`config.mk`:
```
export PLATFORM = sky130hd
export DESIGN_NAME = fetch_wait_stage
export DESIGN_NICKNAME = d
export VERILOG_FILES = /design/src/rtl/fetch_wait_stage_pkg.sv /design/src/rtl/fetch_resp_fifo.sv /design/src/rtl/fetch_wait_stage.sv
export SDC_FILE = /design/constraint.sdc
export NUM_CORES = 1
export LEC_CHECK = 0
export ABC_AREA = 1
export CORE_MARGIN = 2
export CORE_UTILIZATION = 35
export DETAILED_ROUTE_END_ITERATION = 10
export PLACE_DENSITY_LB_ADDON = 0.3
export SETUP_SLACK_MARGIN = 0.15
export SLEW_MARGIN = 20
export SYNTH_ARGS = -nofsm -noshare
export SYNTH_HDL_FRONTEND = slang
export SYNTH_HIERARCHICAL = 1
export SYNTH_SLANG_ARGS = --single-unit
```
`constraint.sdc`:
```
create_clock -name clk -period 12.6 [get_ports clk]
set_input_delay 1.26 -clock clk [delete_from_list [all_inputs] [get_ports clk]]
set_output_delay 1.26 -clock clk [all_outputs]
set_load 0.05 [all_outputs]
```
`src/rtl/fetch_wait_stage_pkg.sv`:
```
// fetch_wait_stage_pkg
//   Shared definitions for the IF_wait stage:
//   - EXC_* exception codes carried in the fetch bundle
//   - BUNDLE_W: packed width of one {pc, inst, exc, exc_miss, exccode} bundle
//   - bundle_t: field view of a stored bundle
package fetch_wait_stage_pkg;

  localparam logic [4:0] EXC_INT  = 5'h00;
  localparam logic [4:0] EXC_MOD  = 5'h01;
  localparam logic [4:0] EXC_TLBL = 5'h02;
  localparam logic [4:0] EXC_TLBS = 5'h03;
  localparam logic [4:0] EXC_ADEL = 5'h04;
  localparam logic [4:0] EXC_ADES = 5'h05;

  localparam int BUNDLE_W = 32 + 32 + 1 + 1 + 5;

  typedef struct packed {
    logic [31:0] pc;
    logic [31:0] inst;
    logic        exc;
    logic        exc_miss;
    logic [4:0]  exccode;
  } bundle_t;

endpackage

```
`src/rtl/fetch_resp_fifo.sv`:
```
// fetch_resp_fifo
//   Two-entry synchronous FIFO holding fetch bundles for decode.
//   Ports:
//     clk, resetn  clock, asynchronous active-low reset (control only)
//     push, din    write din at the tail
//     pop          drop the head entry
//     flush        empty the FIFO; overrides push and pop
//     dout         head entry (meaningful only while count != 0)
//     count        number of valid entries (0..2)
module fetch_resp_fifo
  import fetch_wait_stage_pkg::*;
#(
  parameter int DEPTH = 2
) (
  input  logic                clk,
  input  logic                resetn,
  input  logic                push,
  input  logic                pop,
  input  logic                flush,
  input  logic [BUNDLE_W-1:0] din,
  output logic [BUNDLE_W-1:0] dout,
  output logic [1:0]          count
);

  logic [BUNDLE_W-1:0] mem [DEPTH];
  logic                head;
  logic                tail;

  // Pointers wrap naturally as single bits because the depth is two.
  always_ff @(posedge clk or negedge resetn) begin
    if (!resetn) begin
      head  <= 1'b0;
      tail  <= 1'b0;
      count <= 2'd0;
    end else if (flush) begin
      head  <= 1'b0;
      tail  <= 1'b0;
      count <= 2'd0;
    end else begin
      if (push) tail <= ~tail;
      if (pop)  head <= ~head;
      count <= count + {1'b0, push} - {1'b0, pop};
    end
  end

  // Storage is data only; its reset value is never observed because the
  // stage masks outputs with count != 0.
  always_ff @(posedge clk) begin
    if (push && !flush) mem[tail] <= din;
  end

  assign dout = mem[head];

endmodule

```
`src/rtl/fetch_wait_stage.sv`:
```
// fetch_wait_stage
//   IF_wait stage: waits for the instruction bus response of the entry held
//   by fetch, discards responses of cancelled entries and hands in-order
//   {pc, inst, exception} bundles to decode via a 2-entry FIFO.
//   Ports:
//     inst_data_ok, inst_rdata          bus read response
//     valid_i, pc_i, cancelled_i,
//     exc_i, exc_miss_i, exccode_i      entry registered by fetch
//     ready_o                           fetch may replace its entry
//     valid_o, pc_o, inst_o, exc_o,
//     exc_miss_o, exccode_o, ready_i    decode-side bundle handshake
//     cancel_i                          pipeline flush
//     perfcnt_fetch_waitdata            cycles a live entry waits for data
module fetch_wait_stage
  import fetch_wait_stage_pkg::*;
#(
  parameter int DEPTH = 2
) (
  input  logic        clk,
  input  logic        resetn,
  input  logic        inst_data_ok,
  input  logic [31:0] inst_rdata,
  input  logic        valid_i,
  input  logic [31:0] pc_i,
  input  logic        cancelled_i,
  input  logic        exc_i,
  input  logic        exc_miss_i,
  input  logic [4:0]  exccode_i,
  output logic        ready_o,
  output logic        valid_o,
  output logic [31:0] pc_o,
  output logic [31:0] inst_o,
  output logic        exc_o,
  output logic        exc_miss_o,
  output logic [4:0]  exccode_o,
  input  logic        ready_i,
  input  logic        cancel_i,
  output logic [31:0] perfcnt_fetch_waitdata
);

  logic                resolved;
  logic                drop;
  logic                push;
  logic                pop;
  logic                drop_pend;
  logic [1:0]          count;
  logic [1:0]          count_next;
  logic [BUNDLE_W-1:0] push_data;
  logic [BUNDLE_W-1:0] head_data;
  bundle_t             head_b;

  assign resolved = valid_i && (exc_i || inst_data_ok);
  // drop_pend covers a flush that hit while the response was still in flight.
  assign drop     = cancelled_i || drop_pend || cancel_i;
  assign push     = resolved && !drop;
  assign pop      = valid_o && ready_i && !cancel_i;

  assign push_data = {pc_i, (exc_i ? 32'd0 : inst_rdata), exc_i, exc_miss_i, exccode_i};

  // Flush-adjusted occupancy; fetch is only released when a slot is
  // guaranteed for the response of its next entry, since data cannot stall.
  assign count_next = cancel_i ? 2'd0 : (count + {1'b0, push} - {1'b0, pop});
  assign ready_o    = (!valid_i || resolved) && (count_next <= 2'd1);

  always_ff @(posedge clk or negedge resetn) begin
    if (!resetn) begin
      drop_pend <= 1'b0;
    end else if (resolved) begin
      drop_pend <= 1'b0;
    end else if (cancel_i && valid_i) begin
      drop_pend <= 1'b1;
    end
  end

  always_ff @(posedge clk or negedge resetn) begin
    if (!resetn) begin
      perfcnt_fetch_waitdata <= 32'd0;
    end else if (valid_i && !exc_i && !drop && !inst_data_ok) begin
      perfcnt_fetch_waitdata <= perfcnt_fetch_waitdata + 32'd1;
    end
  end

  // ---- response -> decode boundary: bundles are registered in the FIFO ----
  fetch_resp_fifo #(
    .DEPTH(DEPTH)
  ) u_fifo (
    .clk    (clk),
    .resetn (resetn),
    .push   (push),
    .pop    (pop),
    .flush  (cancel_i),
    .din    (push_data),
    .dout   (head_data),
    .count  (count)
  );

  assign head_b  = head_data;
  assign valid_o = (count != 2'd0);

  // Masking with valid_o gives zero outputs while empty and during reset.
  assign pc_o       = valid_o ? head_b.pc       : 32'd0;
  assign inst_o     = valid_o ? head_b.inst     : 32'd0;
  assign exc_o      = valid_o ? head_b.exc      : 1'b0;
  assign exc_miss_o = valid_o ? head_b.exc_miss : 1'b0;
  assign exccode_o  = valid_o ? head_b.exccode  : 5'd0;

endmodule

```
# After elaboration in Yosys (flattened, before gate mapping)
# Memory sizes are Yosys's and may differ from the RTL's.
# Cells that the tools add are included.
# Widths: inputs -> output; s select.
# totals
ff_bits,37
ramBits,142
out_inout_bits,105
wordCells,50
memories,1
# op_classes
addsub,3
order_cmp,1
muxes,15
bitwise,2
n_reduce_logical,23
# mem_list
name,depth,word_bits,rd,rd_ports_with_merged_regs,write_ports,line_no,text
u_fifo.mem,2,71,1,0,1,fetch_resp_fifo.sv:25,logic [BUNDLE_W-1:0] mem [DEPTH];
# ops
cell,n
$mux 32,3
$add 32x1->32 const B,1
$logic_and 1x1->1,10
$mux 1,10
$reduce_bool 2->1,4
$logic_not 1->1,5
$mux 5,1
$logic_or 1x1->1,4
$add 2x1->2,1
$le 2x1->1 const B,1
$mux 2,1
$not 1->1,2
$sub 2x1->2,1

# Logic depth before layout (Yosys ltp)
# Gate-level depths: netlist of run 1.
# depth
ltp_word,9
depth_mapped,10
ltp_nobuf,10

# Cells and area by module
# The synthesis of run 1 kept the hierarchy.
# by_module_without_submodules
module,n_inst,cells_each,area_each_um2,seq_area_each_um2
fetch_resp_fifo,1,248,5683.0,4364.2
fetch_wait_stage,1,488,2909.0,825.8

# Worst setup path after synthesis of run 1
# Ideal clock, no wire load.
# synth_path
kind,input-to-reg
start,in exc_i
end,"mem u_fifo/mem[0][0] (netlist name), enable pin"
setup_ps,501
arrival_ps,4960
required_time_ps,12099
path_slack_ps,7139
stages,7
n_path_buf,1
cell_sequence,buf_6 clkinv_2 a21oi_1 inv_1 nor2_1 nand2_1 nor2_1
# synth_between
elab_chain_len,6
# synth_rtl
item,line_no,text
"start, declared",fetch_wait_stage.sv:26,"input logic exc_i,"
$logic_or 1x1->1,fetch_wait_stage.sv:52,assign resolved = valid_i && (exc_i || inst_data_ok);
$logic_and 1x1->1,fetch_wait_stage.sv:52,
$logic_and 1x1->1,fetch_wait_stage.sv:55,assign push = resolved && !drop;
named net push,fetch_wait_stage.sv:43,logic push;
$logic_and 1x1->1,fetch_resp_fifo.sv:49,if (push && !flush) mem[tail] <= din;
$mux 1,fetch_resp_fifo.sv:49,
$mux 1 (implied by the code),fetch_resp_fifo.sv:49,
"end, declared",fetch_resp_fifo.sv:25,
# The timed path passes the listed nets, and every way through them passes these cells.

# Worst setup path after layout of run 1
# layout_path
start,in exc_i
end,out ready_o
# layout_between
elab_chain_len,8
elab_cells_between_ends,9
cone_classes,add/sub (2); order compare (1); mux (1); reduce/logical (5)
# layout_rtl
item,line_no,text
$logic_or 1x1->1 *,fetch_wait_stage.sv:52,
$logic_and 1x1->1 *,fetch_wait_stage.sv:52,
$logic_and 1x1->1,fetch_wait_stage.sv:55,
$add 2x1->2,fetch_wait_stage.sv:62,"assign count_next = cancel_i ? 2'd0 : (count + {1'b0, push} - {1'b0, pop});"
$sub 2x1->2,fetch_wait_stage.sv:62,
$mux 2,fetch_wait_stage.sv:62,
$le 2x1->1,fetch_wait_stage.sv:63,assign ready_o = (!valid_i || resolved) && (count_next <= 2'd1);
$logic_and 1x1->1 *,fetch_wait_stage.sv:63,
"end, declared",fetch_wait_stage.sv:29,"output logic ready_o,"
# Every way passes the cells marked *; elsewhere a longest branch is shown, timed or not.

==> summary.md, run 1 <==
| Metric | Value |
|---|---|
| Run status | `finished clean` |
| Path type of the worst setup path | `in -> out` |
| Hold WS | `between 0.5 and 0.6 ns` |
| Setup TNS | `0 ns` |
| CTS clk-pin slew, worst paths | `approximately 0.07 ns` |
| Post-synthesis sequential area ratio | `60.40%` |
| Ant diodes | `0` |
| 1st-iter DRT viols | `292` |
| Number of synthesized register bits | `179` |
| Synthesized area per cell | `approximately 12 sq um` |
| CTS Buffer Depth | `2` |
| Vias in the first global route | `approximately 5,300` |
| DP HPWL | `11,890 um` |
| # hold bufs at CTS | `0` |
| Clock buffers created by TritonCTS | `17` |
| RR Endpoint | `u_fifo/mem[0][9]` |
| Clock Latency Late Sink | `approximately 0.42 ns` |
| Fin crit period | `around 5 ns` |
| Root buffer cell | `clkbuf_16` |
| Slew Limit Fails | `0` |
| Setup Viol. Count Final | `0` |
| Placed cell area | `between 10,000 and 15,000 sq um` |
| Share of cells above drive strength 1 | `about 16%` |
| Internal reg-to-reg setup slack | `10.17 ns` |
| Peak supply drop | `0.1013 mV` |
| Fin crit share | `39.17%` |
| Syn_nets | `roughly 800` |
| Placement row count | `57` |
| Die width | `160.7 um` |
| Arrival time worst endpoint | `3.68 ns` |
| R2R Path Start | `drop_pend` |
| Fillers | `between 2,000 and 2,500` |
| Leak | `4.693 nW` |
| Routed WL per cell | `between 10 and 15 um` |
| Startpoint Class | `input port` |
| Max H-tree Level | `4` |
| Pin count of the biggest net entering global routing | `73` |
| Max_cap viols | `0` |
| Final hold vios | `0` |
| Total wire length | `around 18,000 um` |
| Worst-Margin Slew | `roughly 1.0 ns` |
| Hold_sp | `perfcnt_fetch_waitdata[31]` |
| Mapped Cells | `roughly 740` |
| # DRC | `0` |
| Initial Util | `35.54%` |
| Hold depth | `2` |
| Post-CTS Resized | `0` |
| Multi-input logic area | `about 2700 sq um` |
| Global route overflow | `0` |
| Drt first pass iters | `4` |
| Reg area | `between 5000 and 6000 sq um` |
| Post-route cell area | `around 11,000 sq um` |
| Post-route setup slack | `7.664 ns` |
| Die ar. | `25,820 sq um` |
| Die H | `160.7 um` |
| GPL Wtd Cong | `0.8313` |
| Share of flip-flops with an asynchronous set or reset | `about a fifth` |
| Unrepaired setup endpoints after global routing | `no` |
| Min-delay worst type | `reg -> reg` |
| Relative slew slack | `a little under a third` |
| Worst Setup End Kind | `output pin` |
| Vias per cell | `about 4.4` |
| Buffers on Ports | `182` |
| Placeable Area | `24,180 sq um` |
| Critical path fanouts, max | `35` |
| First-pass GRT wire length | `~29,000 um` |
| Most used DFF post-synth | `edfxtp_1` |
| Yosys warns | `6` |
| # nets final | `~1,000` |
| CTS tree | `built` |
| Layout overhead on the synthesized area | `31.70%` |
| ANT nets after route | `0` |
| Initial antenna violation count | `1` |
| Yosys cell types | `32` |
| Worst endpoint required time | `between 10 and 15 ns` |
| R2R depth | `6` |
| Clock Skews | `roughly 0.014 ns` |
| Hold Path Sink | `perfcnt_fetch_waitdata[31]` |
| Pre-CTS setup slack | `approximately 7.6 ns` |
| # IOs | `183` |
| Clk sinks | `~180` |
| Fmax | `just over 200 MHz` |
| Syn Std Cell Area | `approximately 8600 sq um` |
| Pwr per Cell Area | `roughly 120 nW/um^2` |
| Setup bufs post-CTS | `0` |
| Routed vias | `between 5,000 and 6,000` |
| Total GRT Usage | `approximately 14%` |
| Number of synthesized flops with an enable pin | `~140` |
## flip-flops by register name, summed over array words and instances, names as in the netlist
signal                  count
u_fifo/mem                142
perfcnt_fetch_waitdata     32
u_fifo/tail                 1
u_fifo/count                2
drop_pend                   1
u_fifo/head                 1
## cells in the mapped netlist, types with 2 or more instances
cell type | count | share of area (%)
ha_1 | 4 | 0.58
dfrtp_1 | 37 | 11
buf_6 | 2 | 0.26
nor2_1 | 132 | 5.8
nor3_1 | 6 | 0.35
o21ai_0 | 3 | 0.17
inv_1 | 148 | 6.5
edfxtp_1 | 142 | 50
clkbuf_1 | 10 | 0.44
nor2_8 | 2 | 0.47
xor2_1 | 8 | 0.82
nand4_1 | 7 | 0.51
mux2_4 | 68 | 12
nand2_2 | 7 | 0.51
a21oi_1 | 4 | 0.23
nand3_2 | 2 | 0.23
nand3b_1 | 3 | 0.26
nand2_1 | 83 | 3.6
xnor2_1 | 12 | 1.2
nor2_4 | 7 | 0.92
nand3_1 | 21 | 1.2
buf_12 | 7 | 1.6
inv_2 | 2 | 0.087
and2_1 | 2 | 0.15
nor2_2 | 8 | 0.58
mux2_2 | 3 | 0.39
## metrics by stage
step | power (mW) | cells | utilization, %
floorplan | 0.8066 | 736 | -
global route | 1.467 | 1261 | 46.80
finish | 1.409 | 1261 | 46.80
global placement | 0.8907 | 1229 | 44.22
detailed placement | 0.8922 | 1229 | 44.22
CTS | 1.431 | 1261 | 46.80
## report_power, final
group	switching, mW	internal (mW)	total, mW
registers	0.00930	0.647	0.656
clock network	0.260	0.272	0.532
logic	0.137	0.0830	0.220
## per-layer routing
metal  up-vias  GRT usage (%)  wire [um]
met5         -              0         11
met1      2629          19.44       8481
met3        13          3.538        905
li1       2729              -          -
met4         2          3.440        180
met2       161          22.65       8455
## cell families (layout without fill, tap and decap cells)
logic type	count (synthesis)	count (layout)	share of synthesized area, %
AO/OA/AOI/OAI	7	7	0.4077
AND/OR/NAND/NOR	285	285	15.35
multiplexers	71	71	12.28
adder cells (fa/ha/maj)	4	4	0.5825
XOR/XNOR	20	20	2.039
buffers and inverters	170	371	8.941
flip-flops	179	179	60.40
## how the worst max path moves through the flow
stage / start / to / slack [ns] / depth (start not counted)
after floorplan: exc_i / u_fifo/mem[0][0] / 7.14 / 7
after global placement: exc_i / ready_o / 7.65 / 9
after detailed placement: exc_i / ready_o / 7.64 / 9
after CTS: exc_i / ready_o / 7.63 / 9
after global routing: exc_i / ready_o / 7.41 / 10
final: exc_i / ready_o / 7.66 / 9
## layout by cell type (no fill, tap or decap), types with 6 or more instances in the layout
cell type and count:
xor2_1 8, clkdlybuf4s50_1 182, buf_4 6, nand4_1 7, nor2_2 8, nand2_2 7, clkbuf_16 17, xnor2_1 12
mux2_4 68, clkinv_8 8, dfrtp_1 36, nand3_1 21, nand2_1 83, edfxtp_1 142, nor2_1 129, nor2_4 10
inv_1 148, nor3_1 6
## critical path: stages
cell             delay [ns]
clkdlybuf4s50_1        0.45
buf_4                  0.38
clkinv_2               0.18
a21oi_1                0.29
nand4_1                0.13
nand3_1                0.09
nand2_1                0.05
inv_1                  0.05
clkdlybuf4s50_1        0.79
## area by class of cell
| cell class | instances | area share, % |
|---|---|---|
| Clock buffer | 17 | 3.759 |
| Clock inverter | 15 | 1.769 |
| Inverter | 151 | 5.020 |
| Multi-Input combinational cell | 387 | 23.47 |
| Sequential cell | 179 | 45.90 |
| Tap cell | 324 | 3.582 |
| Timing Repair Buffer | 188 | 16.50 |
No activity file was read; power rests on OpenSTA's default activity.
==> run 2, diff against run 1 <==
- clock period: 12.6 -> 4.5 ns (I/O delays scaled with it)
==> run 2 against run 1 <==
  * Utilization up 0.28 points
  * Total power increased to 2.8 times the previous value
  * Combinational power grew to 2.8 times the previous value
  * Sequential share of layout area down 0.27 points
  * Clock-buffer cell count unchanged
  * Critical endpoint is now pc_o[31]
==> summary.md, run 2 (synthesis gave the netlist of run 1 again) <==
| Metric | Value |
|---|---|
| Routed WL per cell | `14.43 um (+0.88%)` |
| CTS Buffer Depth | `2 (unchanged)` |
| CTS clk-pin slew, worst paths | `0.09 ns (+0.02 ns)` |
| Fmax | `slightly above 300 MHz` |
| Multi-input logic area | `2656 sq um (unchanged)` |
| Worst-Margin Slew | `0.8104 ns (-0.2388 ns)` |
| Total GRT Usage | `14.54% (+0.38 points)` |
| Setup Viol. Count Final | `0 (unchanged)` |
| Placement row count | `57 (unchanged)` |
| Arrival time worst endpoint | `2.82 ns (-0.86 ns)` |
| Max reg flops | `142 (unchanged)` |
| Run status | `finished clean` |
| Fin crit period | `around 3.3 ns` |
| Leak | `4.724 nW (+0.66%)` |
| 1st-iter DRT viols | `307 (+5.1%)` |
| Vias per cell | `4.312 (-1.7%)` |
| Finished Layout Cells | `1,263 (+0.16%)` |
| Min-delay worst type | `in -> async` |
| Drt first pass iters | `4 (unchanged)` |
| Slew Limit Fails | `0 (unchanged)` |
| Unrepaired setup endpoints after global routing | `no` |
| Routed vias | `5,446 (-1.6%)` |
| Clock Latency Late Sink | `0.44 ns (+0.02 ns)` |
| Clock buffers created by TritonCTS | `17 (unchanged)` |
| Clock Skews | `0.01804 ns (+0.003602 ns)` |
| Worst endpoint required time | `4.05 ns (-7.29 ns)` |
| Max_cap viols | `0 (unchanged)` |
| Fillers | `2,220 (-0.13%)` |
| # DRC | `0 (unchanged)` |
| Vias in the first global route | `5,581 (+5.5%)` |
| Setup bufs post-CTS | `0 (unchanged)` |
| Share of cells above drive strength 1 | `15.87% (+0.18 points)` |
| Biggest regs | `u_fifo/mem (142), perfcnt_fetch_waitdata (32), u_fifo/count (2)` |
| Ant diodes | `0 (unchanged)` |
| # IOs | `183 (unchanged)` |
| Clk sinks | `179 (unchanged)` |
| CTS tree | `built` |
| Root buffer cell | `clkbuf_16` |
| Layout overhead on the synthesized area | `32.49%` |
| Global route overflow | `0 (unchanged)` |
| Largest register by flop count | `u_fifo/mem` |
| Total wire length | `18,220 um (+1.0%)` |
| ANT nets after route | `0 (unchanged)` |
| Post-route cell area | `11,380 sq um (+0.60%)` |
| Commonest non-fill, non-tap cell in the layout | `clkdlybuf4s50_1` |
| Max H-tree Level | `4 (unchanged)` |
| # hold bufs at CTS | `0 (unchanged)` |
| Pin count of the biggest net entering global routing | `73 (unchanged)` |
| Initial Util | `35.54% (unchanged)` |
| Relative slew slack | `45.97% (+16 points)` |
| Die ar. | `25,820 sq um (unchanged)` |
| Power Total | `4.000 mW (+180%)` |
| Critical path fanouts, max | `28 (-20%)` |
| Fin crit share | `72.76%` |
| Peak supply drop | `0.2275 mV (+120%)` |
| Setup TNS | `0 ns (unchanged)` |
| GPL Wtd Cong | `0.8158 (-1.9%)` |
| Placed cell area | `10,740 sq um (+0.49%)` |
| # nets final | `1,008 (+0.20%)` |
| Path type of the worst setup path | `reg -> out` |
| DP HPWL | `12,290 um (+3.4%)` |
| Dpl cells | `1,231 (+0.16%)` |
| Most frequent cells in the layout | `clkdlybuf4s50_1 (182), inv_1 (148), edfxtp_1 (142), nor2_1 (129), nand2_1 (83)` |
| Die H | `160.7 um (unchanged)` |
| Reg area | `5194 sq um (unchanged)` |
| Initial antenna violation count | `1 (unchanged)` |
| Post-CTS Resized | `0 (unchanged)` |
| Final hold vios | `0 (unchanged)` |
| Worst Setup End Kind | `output pin` |
| Startpoint Class | `register` |
| Die width | `160.7 um (unchanged)` |
| Pwr per Cell Area | `351.4 nW/um^2 (+180%)` |
| First-pass GRT wire length | `29,150 um (+2.3%)` |
| Placeable Area | `24,180 sq um (unchanged)` |
| Buffers on Ports | `182 (unchanged)` |
## run 2: cell count changes in the layout (fill, tap and decap cells not counted)
cell	previous run	this run
clkinv_8	8	7
inv_16	0	1
clkinvlp_4	1	0
inv_12	1	2
buf_12	0	3
clkinv_4	1	0
inv_8	1	2
buf_4	6	5
## run 2: stage by stage
step           hold WS (ns)  utilization [%]  setup slack (ns)
5_1_grt              0.4899            47.08             1.054
4_1_cts              0.4435            47.08             1.172
3_5_place_dp         0.4826            44.43             1.236
3_3_place_gp         0.4739            44.43             1.307
2_1_floorplan        0.1544                -             1.028
6_report             0.4317            47.08             1.226
## run 2: final timing paths
check                                           start                         end  slack (ns)  cells past startpoint
setup reg to reg                            drop_pend            u_fifo/mem[1][9]        2.31                      6
max in group asynchronous                      resetn                 u_fifo/head        3.67                      2
hold / removal                                 resetn  perfcnt_fetch_waitdata[18]        0.43                      2
setup / recovery                          u_fifo/head                    pc_o[31]        1.23                      5
hold reg to reg            perfcnt_fetch_waitdata[31]  perfcnt_fetch_waitdata[31]        0.49                      2
min in group clk           perfcnt_fetch_waitdata[31]  perfcnt_fetch_waitdata[31]        0.49                      2
## run 2: where the power goes
| part | internal (mW) | total, mW | switching, mW |
|---|---|---|---|
| clock network | 0.778 | 1.55 | 0.769 |
| logic | 0.234 | 0.615 | 0.381 |
| registers | 1.81 | 1.84 | 0.0274 |
| total | 2.82 | 4.00 | 1.18 |
## run 2: routing by layer
metal	wire (um)	GRT usage, %	vias to the layer above
met2	8737	23.75	152
met3	778	3.306	19
met1	8394	19.37	2545
met5	14	0	-
met4	296	4.505	2
li1	-	-	2728
## run 2: final cells by class
type,count,share of cell area (%)
multi-input combinational,387,23.33
clock buffer,17,3.737
sequential,179,45.63
inverter,151,4.990
timing repair buffer,190,16.86
tap,324,3.561
clock inverter,15,1.891
## run 2: critical path, cell delays in order (launching register included)
cell and delay, ns:
dfrtp_4 0.78, buf_4 0.39, mux2_2 0.37, inv_1 0.07, nor2_1 0.04, clkdlybuf4s50_1 0.73
==> run 3, diff against run 2 <==
- clock period: 4.5 -> 2.95 ns (I/O delays scaled with it)
==> run 3 against run 2 <==
  * Global-route usage fell by 0.089 points
  * Largest cell class unchanged
  * Total power rose by 53%
  * Sequential power rose by 52%
  * Critical endpoint is now inst_o[31]
  * Die area did not move
  * Clock skew fell by 0.0077 ns
==> summary.md, run 3 (synthesis gave the netlist of run 1 again) <==
| Metric | Value |
|---|---|
| Run status | `finished clean` |
| Setup Viol. Count Final | `0 (unchanged)` |
| Largest register by flop count | `u_fifo/mem` |
| Max H-tree Level | `4 (unchanged)` |
| Final core utilization | `47.41% (+0.33 points)` |
| Slew Limit Fails | `0 (unchanged)` |
| Buffers on Ports | `182 (unchanged)` |
| # DRC | `0 (unchanged)` |
| Vias per cell | `4.321 (+0.22%)` |
| Most frequent cells in the layout | `clkdlybuf4s50_1 (149), inv_1 (148), edfxtp_1 (142), nor2_1 (129), nand2_1 (83)` |
| Routed WL per cell | `14.23 um (-1.3%)` |
| CTS Buffer Depth | `2 (unchanged)` |
| Global route overflow | `0 (unchanged)` |
| Worst Setup End Kind | `output pin` |
| Crit path largest cell delay | `0.82 ns (+0.04 ns)` |
| Die width | `160.7 um (unchanged)` |
| Pwr per Cell Area | `533.1 nW/um^2 (+52%)` |
| Layout overhead on the synthesized area | `33.41%` |
| Vias in the first global route | `5,565 (-0.29%)` |
| Path type of the worst setup path | `reg -> out` |
| Routed vias | `5,501 (+1.0%)` |
| Die ar. | `25,820 sq um (unchanged)` |
| DP HPWL | `12,770 um (+3.9%)` |
| ANT nets after route | `0 (unchanged)` |
| Arrival time worst endpoint | `2.40 ns (-0.42 ns)` |
| # nets final | `1,018 (+0.99%)` |
| Unrepaired setup endpoints after global routing | `no` |
| Drt first pass iters | `5 (+1)` |
| Critical path fanouts, max | `36 (+29%)` |
| Clock Latency Late Sink | `0.43 ns (about the same)` |
| Placement row count | `57 (unchanged)` |
| 1st-iter DRT viols | `269 (-12%)` |
| Initial antenna violation count | `1 (unchanged)` |
| Pin count of the biggest net entering global routing | `60 (-18%)` |
| Worst Path Buf+Inv | `3 (unchanged)` |
| Finished Layout Cells | `1,273 (+0.79%)` |
| CTS tree | `built` |
| Fin crit share | `between 90% and 100%` |
| Root buffer cell | `clkbuf_16` |
| Peak supply drop | `0.3556 mV (+56%)` |
| Ant diodes | `0 (unchanged)` |
| Critical Path Slowest Stage Cell | `clkdlybuf4s50_1` |
| Internal reg-to-reg setup slack | `1.01 ns (-1.30 ns)` |
| Leak | `4.965 nW (+5.1%)` |
| Clock Skews | `0.01038 ns (-0.007668 ns)` |
| # hold bufs at CTS | `0 (unchanged)` |
| First-pass GRT wire length | `28,950 um (-0.69%)` |
| Setup TNS | `0 ns (unchanged)` |
| Placeable Area | `24,180 sq um (unchanged)` |
| GPL Wtd Cong | `0.8318 (+2.0%)` |
| Worst-Margin Slew | `0.5446 ns (-0.2658 ns)` |
| Total GRT Usage | `14.46% (-0.089 points)` |
| Share of cells above drive strength 1 | `19.49% (+3.6 points)` |
| Clock buffers created by TritonCTS | `17 (unchanged)` |
| Initial Util | `35.54% (unchanged)` |
| Fin crit period | `approximately 2.7 ns` |
| Biggest regs | `u_fifo/mem (142), perfcnt_fetch_waitdata (32), u_fifo/count (2)` |
| Final hold vios | `0 (unchanged)` |
| Die H | `160.7 um (unchanged)` |
| Worst endpoint required time | `2.65 ns (-1.40 ns)` |
| CP top delay family | `buffers and inverters` |
| Fmax | `about 370 MHz` |
| Fillers | `2,229 (+0.41%)` |
| Clk sinks | `179 (unchanged)` |
| Dpl cells | `1,236 (+0.41%)` |
| Max reg flops | `142 (unchanged)` |
| Total wire length | `18,120 um (-0.56%)` |
| Relative slew slack | `63.58% (+18 points)` |
| Startpoint Class | `register` |
| CP Cell Sequence | `buf_12, mux2_4, inv_1, nor2_1, clkdlybuf4s50_1` |
| # IOs | `183 (unchanged)` |
| Max_cap viols | `0 (unchanged)` |
| Commonest non-fill, non-tap cell in the layout | `clkdlybuf4s50_1` |
| CTS clk-pin slew, worst paths | `0.08 ns (about the same)` |
| Min-delay worst type | `in -> async` |
[run 3: changes by cell type in the layout (fill, tap and decap cells not counted), sizes merged]
cell	delta
clkdlybuf4s50	-33
inv	+4
dlymetal6s2s	+7
buf	+36
clkinv	-4
[run 3: repair_timing]
action                     in CTS  in global routing
setup endpoints to repair       7                  7
cloned                          0                  0
pin swaps                       1                  0
resized for setup               0                  7
setup buffers                   5                  0
[run 3: final cells by class]
cell class	instances	area [sq um]	share of cell area [%]
clock buffer	17	425.4	3.711
clock inverter	15	203.9	1.779
inverter	151	568.0	4.956
multi-input combinational	387	2656	23.17
sequential	179	5194	45.31
tap	324	405.4	3.537
timing repair buffer	200	2009	17.53
[run 3: metrics by stage]
step                      area, sq um  worst slack, ns  hold WS (ns)  power (mW)
final                           11460           0.2509        0.2855       6.110
after global routing            11460           0.1534        0.3112       6.363
after floorplan                  8597          -0.3674    -0.0005911       3.444
after CTS                       11440           0.1547        0.2866       6.204
after global placement          10770           0.3525        0.4790       3.816
after detailed placement        10770           0.3695        0.5014       3.820
[run 3: worst paths after layout]
check                                            from                         end  cells after the start
max reg2reg                                 drop_pend           u_fifo/mem[0][58]                      6
max                                       u_fifo/head                  inst_o[31]                      5
min in group clk                         exccode_i[1]            u_fifo/mem[1][1]                      1
min reg2reg                perfcnt_fetch_waitdata[31]  perfcnt_fetch_waitdata[31]                      2
min                                            resetn  perfcnt_fetch_waitdata[18]                      2
max in group asynchronous                      resetn                 u_fifo/head                      2
[run 3: routing by layer]
| metal | global-route usage, % | vias up | routed length [um] |
|---|---|---|---|
| met5 | 0 | - | 11 |
| li1 | - | 2749 | - |
| met4 | 3.931 | 2 | 201 |
| met3 | 3.357 | 18 | 837 |
| met2 | 24.37 | 130 | 8678 |
| met1 | 18.77 | 2602 | 8389 |
[run 3: report_power, final]
| part | internal (mW) | switching [mW] |
|---|---|---|
| registers | 2.76 | 0.0331 |
| logic | 0.379 | 0.598 |
| clock network | 1.19 | 1.15 |
[run 3: worst register-to-register path, delay by kind of cell (launching register included)]
family | cells | cell delay, ns
buf+inv | 1 | 0.27
simple gates | 5 | 0.97
flops | 1 | 0.38
